## config.mk

```make
export PLATFORM = sky130hd
export DESIGN_NAME = ahb_master_arbiter
export DESIGN_NICKNAME = d
export VERILOG_FILES = /design/src/rtl/ahb_master_arbiter.sv
export SDC_FILE = /design/constraint.sdc
export NUM_CORES = 1
export LEC_CHECK = 0
export ABC_AREA = 1
export CORE_ASPECT_RATIO = 1.1
export CORE_MARGIN = 5
export CORE_UTILIZATION = 45
export DETAILED_ROUTE_END_ITERATION = 10
export HOLD_SLACK_MARGIN = 0.12
export PLACE_DENSITY = 0.77
export SLEW_MARGIN = 20
export SYNTH_ARGS = -nofsm -noshare
export SYNTH_HDL_FRONTEND = slang
export SYNTH_SLANG_ARGS = --single-unit
```

## constraint.sdc

```tcl
create_clock -name HCLK -period 2.6 [get_ports HCLK]
set_input_delay 0.39 -clock HCLK [delete_from_list [all_inputs] [get_ports HCLK]]
set_output_delay 0.39 -clock HCLK [all_outputs]
set_load 0.05 [all_outputs]
```

## src/rtl/ahb_master_arbiter.sv

```systemverilog
// AHB bus arbiter for four masters. Round-robin selection at transfer
// boundaries, a per-owner hold limit, locked-sequence support and parking
// on a default master. All outputs come straight from flops.
module ahb_master_arbiter #(
  parameter int NUM_MASTERS    = 4,
  parameter int DEFAULT_MASTER = 0,
  parameter int MAX_HOLD       = 8
) (
  input  logic                   HCLK,
  input  logic                   HRST,
  input  logic [NUM_MASTERS-1:0] HBUSREQ_i,
  input  logic [NUM_MASTERS-1:0] HLOCK_i,
  input  logic [1:0]             HTRANS_i,
  input  logic                   HREADY_i,
  output logic [NUM_MASTERS-1:0] HGRANT_o,
  output logic [1:0]             HMASTER_o,
  output logic [1:0]             HMASTER_D_o,
  output logic                   HMASTLOCK_o
);

  localparam logic [1:0] DEF_M    = 2'(DEFAULT_MASTER);
  localparam logic [3:0] HOLD_MAX = 4'(MAX_HOLD);

  localparam logic [1:0] T_IDLE   = 2'b00;
  localparam logic [1:0] T_NONSEQ = 2'b10;
  localparam logic [1:0] T_SEQ    = 2'b11;

  typedef enum logic [1:0] {PARK, OWN, LOCK} state_t;

  state_t                   state_q, state_d;
  logic [1:0]               master_q, master_d, master_dq;
  logic [NUM_MASTERS-1:0]   grant_q;
  logic                     mastlock_q;
  logic [3:0]               hold_q;

  logic                     boundary, xfer;
  logic [NUM_MASTERS-1:0]   others;
  logic [2:0]               pick_all, pick_oth;

  // First set bit of m searching upward from base with wrap; {found, idx}.
  function automatic logic [2:0] rr_pick(input logic [NUM_MASTERS-1:0] m,
                                         input logic [1:0] base);
    logic [2:0] r;
    logic [1:0] idx;
    r = 3'b000;
    for (int i = 0; i < NUM_MASTERS; i++) begin
      idx = base + 2'(i);
      if (!r[2] && m[idx]) r = {1'b1, idx};
    end
    return r;
  endfunction

  assign boundary = HREADY_i && (HTRANS_i == T_IDLE || HTRANS_i == T_NONSEQ);
  assign xfer     = HREADY_i && (HTRANS_i == T_NONSEQ || HTRANS_i == T_SEQ);
  assign others   = HBUSREQ_i & ~(NUM_MASTERS'(1) << master_q);
  assign pick_all = rr_pick(HBUSREQ_i, master_q + 2'd1);
  assign pick_oth = rr_pick(others, master_q + 2'd1);

  // Next owner/state; only boundary cycles can move the grant.
  always_comb begin
    state_d  = state_q;
    master_d = master_q;
    if (boundary) begin
      case (state_q)
        PARK: begin
          if (pick_all[2]) begin
            master_d = pick_all[1:0];
            state_d  = HLOCK_i[pick_all[1:0]] ? LOCK : OWN;
          end
        end
        default: begin
          // A locked owner keeps the bus until it drops HLOCK at a boundary.
          if (!(state_q == LOCK && HLOCK_i[master_q])) begin
            if (HBUSREQ_i[master_q] && (hold_q < HOLD_MAX || !pick_oth[2])) begin
              master_d = master_q;
              state_d  = HLOCK_i[master_q] ? LOCK : OWN;
            end else if (pick_oth[2]) begin
              master_d = pick_oth[1:0];
              state_d  = HLOCK_i[pick_oth[1:0]] ? LOCK : OWN;
            end else begin
              master_d = DEF_M;
              state_d  = PARK;
            end
          end
        end
      endcase
    end
  end

  // Grant, owner and lock registers move together.
  always_ff @(posedge HCLK or posedge HRST) begin
    if (HRST) begin
      state_q    <= PARK;
      master_q   <= DEF_M;
      grant_q    <= NUM_MASTERS'(1) << DEF_M;
      mastlock_q <= 1'b0;
    end else begin
      state_q    <= state_d;
      master_q   <= master_d;
      grant_q    <= NUM_MASTERS'(1) << master_d;
      mastlock_q <= (state_d == LOCK);
    end
  end

  // Data-phase owner follows the address-phase owner when the bus advances.
  always_ff @(posedge HCLK or posedge HRST) begin
    if (HRST)          master_dq <= DEF_M;
    else if (HREADY_i) master_dq <= master_q;
  end

  // Saturating hold counter; restarts whenever a new tenure begins.
  always_ff @(posedge HCLK or posedge HRST) begin
    if (HRST)
      hold_q <= 4'd0;
    else if (master_d != master_q || state_q == PARK)
      hold_q <= 4'd0;
    else if (xfer && hold_q < HOLD_MAX)
      hold_q <= hold_q + 4'd1;
  end

  assign HGRANT_o    = grant_q;
  assign HMASTER_o   = master_q;
  assign HMASTER_D_o = master_dq;
  assign HMASTLOCK_o = mastlock_q;

endmodule

```

# Word level (Yosys, flattened, before mapping)
# Cells that the tools add are included.
[word_totals] in_bits=13 regBits=15 elab_cells=102
[op_classes] n_eq_ne=5 n_addsub=5 magnitude_cmp=8 n_shift=2 n_mux=49 n_reduce_logical=25 bitwise_logic=2
[ops] op="2-to-1 mux 2 bit" count=15
[ops] op="binary-select mux 1 bit (select 2 bit)" count=12
[ops] op="2-to-1 mux 3 bit" count=8
[ops] op="< comparator 2 x 3 -> 1 bit, second input constant" count=7
[ops] op="2-to-1 mux 1 bit" count=12
[ops] op="logical AND 1 bit" count=11
[ops] op="== test 2 bit, second input constant" count=4
[ops] op="2-to-1 mux 4 bit" count=2
[ops] op="<< shifter 1 x 2 -> 4 bit, first input constant" count=2
[ops] op="logical NOT 1 bit" count=7
[ops] op="adder 2 x 1 -> 2 bit, second input constant" count=2
[ops] op="adder 2 bit, second input constant" count=2
[ops] op="adder 4 x 1 -> 4 bit, second input constant" count=1
[ops] op="bitwise AND 4 bit" count=1
[ops] op="logical NOT 2 bit" count=2
[ops] op="logical OR 1 bit" count=4
[ops] op="< comparator 4 bit, second input constant" count=1
[ops] op="inverter 4 bit" count=1
[ops] op="!= test 2 bit" count=1
[ops] op="nonzero test 2 bit" count=1

# Longest topological paths before layout
[logic_depth] depth_word=25 depth_mapped=23 ltp_nobuf=21

# Worst setup path after synthesis
# No wires, ideal clock.
[synth_timing] path_type="flip-flop to flip-flop" start="register master_q[0] (netlist: HMASTER_o[0])" end="register hold_q[0]" arrival_ns=2.795 setup_time_ns=0.080 path_stages_with_launch=20 path_buffers=2 synth_period_minus_slack_ns=2.875 slack_ns=-0.275 required_ns=2.520 path_cell_list="dfrtp_1 buf_6 inv_8 buf_8 ha_1 inv_2 nand2_1 nand2_4 nand3_1 nand2_2 nand4_4 nand2_1 nand2_1 nand2_1 nand2_1 nand3_1 nand2_2 nand3_2 nand2_2 nor3_2"
[synth_between] elab_chain_len=25 word_cells_on_any_way=61 classes_between="4 x add/sub; 1 x eq/ne; 1 x shift; 35 x mux; 2 x bitwise; 18 x reduce/logical"
[synth_lines] item="start, declared" line_no="31" source="logic [1:0] master_q, master_d, master_dq;"
[synth_lines] item="start signal, assigned" line_no="99" source="master_q <= master_d;"
[synth_lines] item="branches (longest 22 deep; another with adder 2 x 1 -> 2 bit)"
[synth_lines] item="!= test 2 bit (*)" line_no="115" source="else if (master_d != master_q || state_q == PARK)"
[synth_lines] item="logical OR 1 bit (*)" line_no="115"
[synth_lines] item="2-to-1 mux 4 bit / nonzero test 2 bit (equally long branches)"
[synth_lines] item="end signal, assigned" line_no="118" source="hold_q <= hold_q + 4'd1;"
[synth_lines] item="end, declared" line_no="34" source="logic [3:0] hold_q;"
# Mark *: on every way between the ends. The select of a mux whose other input is x is not followed.
# A chain may end at the register's enable or synchronous reset.

# Worst setup path in the final report
[layout_timing] start="register master_q[0] (netlist: HMASTER_o[0])" end="register mastlock_q (netlist: HMASTLOCK_o)"
[layout_between] elab_chain_len=24 word_cells_on_any_way=65 classes_between="4 x add/sub; 1 x eq/ne; 1 x shift; 41 x mux; 2 x bitwise; 16 x reduce/logical"
[layout_lines] item="branches (longest 21 deep; another with adder 2 x 1 -> 2 bit)"
[layout_lines] item="2-to-1 mux 2 bit (*)" line_no="64" source="case (state_q)"
[layout_lines] item="2-to-1 mux 2 bit (*)" line_no="63" source="if (boundary) begin"
[layout_lines] item="net state_d[0]" line_no="30" source="state_t state_q, state_d;"
[layout_lines] item="== test 2 bit (*)" line_no="101" source="mastlock_q <= (state_d == LOCK);"
[layout_lines] item="end signal, assigned" line_no="101"
[layout_lines] item="end, declared" line_no="33" source="logic mastlock_q;"
# Mark *: on every way through the listed nets, which the timed path passes. The select of a mux whose other input is x is not followed.

==> summary.md <==
| Metric | Value |
|---|---|
| Syn_nets | `263` |
| Row count | `23` |
| Starting Density | `45.79%` |
| Post-Syn Instances | `245` |
| Die H | `73.20 um` |
| Area of the core | `3568 sq um` |
| Register-to-register setup slack | `0.26 ns` |
| Post-Synth Adder-Cell Area | `3.828%` |
| Largest cells by area after synthesis | `dfrtp_1, nand2_1, nand3_1` |
| Ratio of cells with drive above 1 in the final layout | `26.26%` |
| Final Critical Period | `2.341 ns` |
| TritonCTS clock tree | `done` |
| Cell taking the most area after synthesis | `dfrtp_1` |
| Layout area overhead | `25.34%` |
| Port Buffer Count | `21` |
| 1st-pass router iterations | `4` |
| Arr. time, crit path | `2.48 ns` |
| Dpl hpwl | `3128 um` |
| Vias per cell | `5.061` |
| Vias | `1660` |
| CP startpoint kind | `flip-flop` |
| Nets | `297` |
| Root Buffer | `clkbuf_8` |
| TritonCTS Buffers | `3` |
| Number of antenna violations at the first check in global routing | `0` |
| Boundary pin count | `22` |
| Peak fanout along the critical path | `10` |
| WL per Instance | `12.09 um` |
| Worst Tran Pin Value | `0.5536 ns` |
| Clock Sinks | `15` |
| Most frequent cells in the layout | `nand2_1, nand3_1, inv_1, clkdlybuf4s50_1, nand2_2` |
| Clock transition at the registers of the reported paths | `0.06 ns` |
| Final setup violation count | `0` |
| Slew Limit Headroom | `63.05%` |
| Syn Std Cell Area | `1634 sq um` |
| RSZ-0062 raised after global routing | `false` |
| Die width | `67.46 um` |
| Worst R2R Path Depth | `18` |
| Fmax | `427.1 MHz` |
| Top layer in use | `met4` |
| Setup crit end kind | `flip-flop` |
| Met1 WL | `1661 um` |
| Grt ovf | `0` |
| Antenna Nets Post-Route | `0` |
| Syn avg cell area | `6.670 sq um` |
| Fin crit share | `90.05%` |
| Worst Clk Skew | `0.003528 ns` |
| Register area | `379.1 sq um` |
| Reg2reg end | `HMASTLOCK_o` |
| Worst hold path type | `in2async` |
| Largest family of logic cells by synthesized area | `simple AND/OR/NAND/NOR gates` |
| Routed length on met2 | `2092 um` |
| Setup TNS | `0 ns` |
| Xor-xnor portion of the synthesized cell area | `1.072%` |
| Drt drc | `0` |
| Critical Path Start | `HMASTER_o[0]` |
| Simple-Gate Fraction of Synth Area | `53.98%` |
| Initial DRC count | `95` |
| Diode count | `0` |
| Status | `finished, final reports clean` |
| Total Wirelength | `3965 um` |
| Final hold violation count | `0` |
| Distinct cells, synth | `28` |
| Vias in the first global route | `1629` |
| Critical path class | `reg2reg` |
| GRT Util Overall | `17.86%` |
| Fill count | `366` |
| Worst-Skew Late Latency | `0.25 ns` |
| Met3 WL | `183 um` |
| Global-route wire length before repair | `6996 um` |
| CP Data Required Time | `2.74 ns` |
| Worst r2r src | `HMASTER_o[0]` |
| Yosys warning count | `0` |
| Seq/Total Area, Yosys | `23.05%` |
| Clock tree buffer depth | `2` |
| Post-synthesis mux area share | `0%` |
| Pin count of the biggest net entering global routing | `16` |
| H-tree depth | `1` |
| Post-synthesis compound-gate area fraction | `7.504%` |
| FF+latch count, synth | `15` |
| Slew Viols, Final | `0` |
| Number of max-cap violations | `0` |
| Die area | `4938 sq um` |
| Area occupied by multi-input gates | `1125 sq um` |
| RePlAce Congestion | `0.9551` |
| Share of the synthesized area in the top cell type | `21.44%` |
| Most common cell after layout, fill and taps aside | `nand2_1` |
cell families (layout without fill, tap and decap cells):
group,Yosys count,count (layout)
and+or+nand+nor,169,169
buffers and inverters,35,68
adders and majority gates,5,5
DFF,15,15
xor gates and xnor gates,2,2
AOI/OAI and AO/OA,19,19
critical path: stages (launching register included):
cell and delay [ns]:
dfrtp_2 0.45, buf_4 0.20, ha_1 0.20, inv_1 0.08
nand3_2 0.11, nand3_2 0.11, nand2_2 0.10, nand2_1 0.11
nand3_1 0.14, nand3_1 0.14, nand2_1 0.07, nand3_1 0.10
nand3_1 0.08, nand2_1 0.07, nand2_1 0.05, nand2_1 0.05
nand2_1 0.05, nand2_1 0.09, nor2_2 0.04
routing by layer:
metal	global-route usage [%]	vias up
li1	-	863
met5	0	-
met1	22.40	755
met3	2.619	6
met2	31.44	36
met4	4.955	0
timing repair:
| action | CTS | global route |
|---|---|---|
| setup buffers | 0 | 5 |
| setup endpoints to repair | 0 | 11 |
| hold buffers | 0 | 0 |
| resized for setup | 0 | 10 |
how the worst max path moves through the flow:
stage / to / slack [ns]
after floorplan: hold_q[0] / 0.003
after global placement: HMASTLOCK_o / 0.15
after detailed placement: HMASTLOCK_o / 0.13
after CTS: hold_q[1] / 0.11
after global routing: HMASTLOCK_o / 0.008
final: HMASTLOCK_o / 0.26
Yosys cell counts, drive strengths merged:
cell / instances
nor2: 9
nor3: 5
a21oi: 6
nand3: 43
nand2: 100
dfstp: 1
xor2: 2
dfrtp: 14
o21ai: 11
nand4: 11
ha: 5
and2: 1
o211ai: 1
inv: 31
buf: 4
a31oi: 1
flip-flops by register name, summed over array words and instances (netlist names):
signal / count
HGRANT_o: 4
hold_q: 4
HMASTER_D_o: 2
HMASTER_o: 2
state_q: 2
HMASTLOCK_o: 1
layout make-up:
| type | instances | share of cell area [%] |
|---|---|---|
| multi-input combinational | 195 | 54.92 |
| sequential | 15 | 18.51 |
| timing repair buffer | 33 | 14.84 |
| inverter | 31 | 6.292 |
| tap | 50 | 3.054 |
| clock buffer | 3 | 2.016 |
| clock inverter | 1 | 0.3665 |
per-stage QoR:
step / utilization, % / hold slack, ns / worst slack, ns / instance area, sq um / cells
after floorplan: - / 0.2906 / 0.003362 / 1652 / 245
after global placement: 54.03 / 0.4771 / 0.1548 / 1928 / 319
after detailed placement: 54.03 / 0.4846 / 0.1347 / 1928 / 319
after CTS: 55.40 / 0.4991 / 0.1125 / 1977 / 323
after global routing: 57.40 / 0.5224 / 0.007623 / 2048 / 328
final: 57.40 / 0.4862 / 0.2587 / 2048 / 328
Power is not shown: default switching activity piles up to over one toggle a cycle in this logic, so the estimate is an artifact.
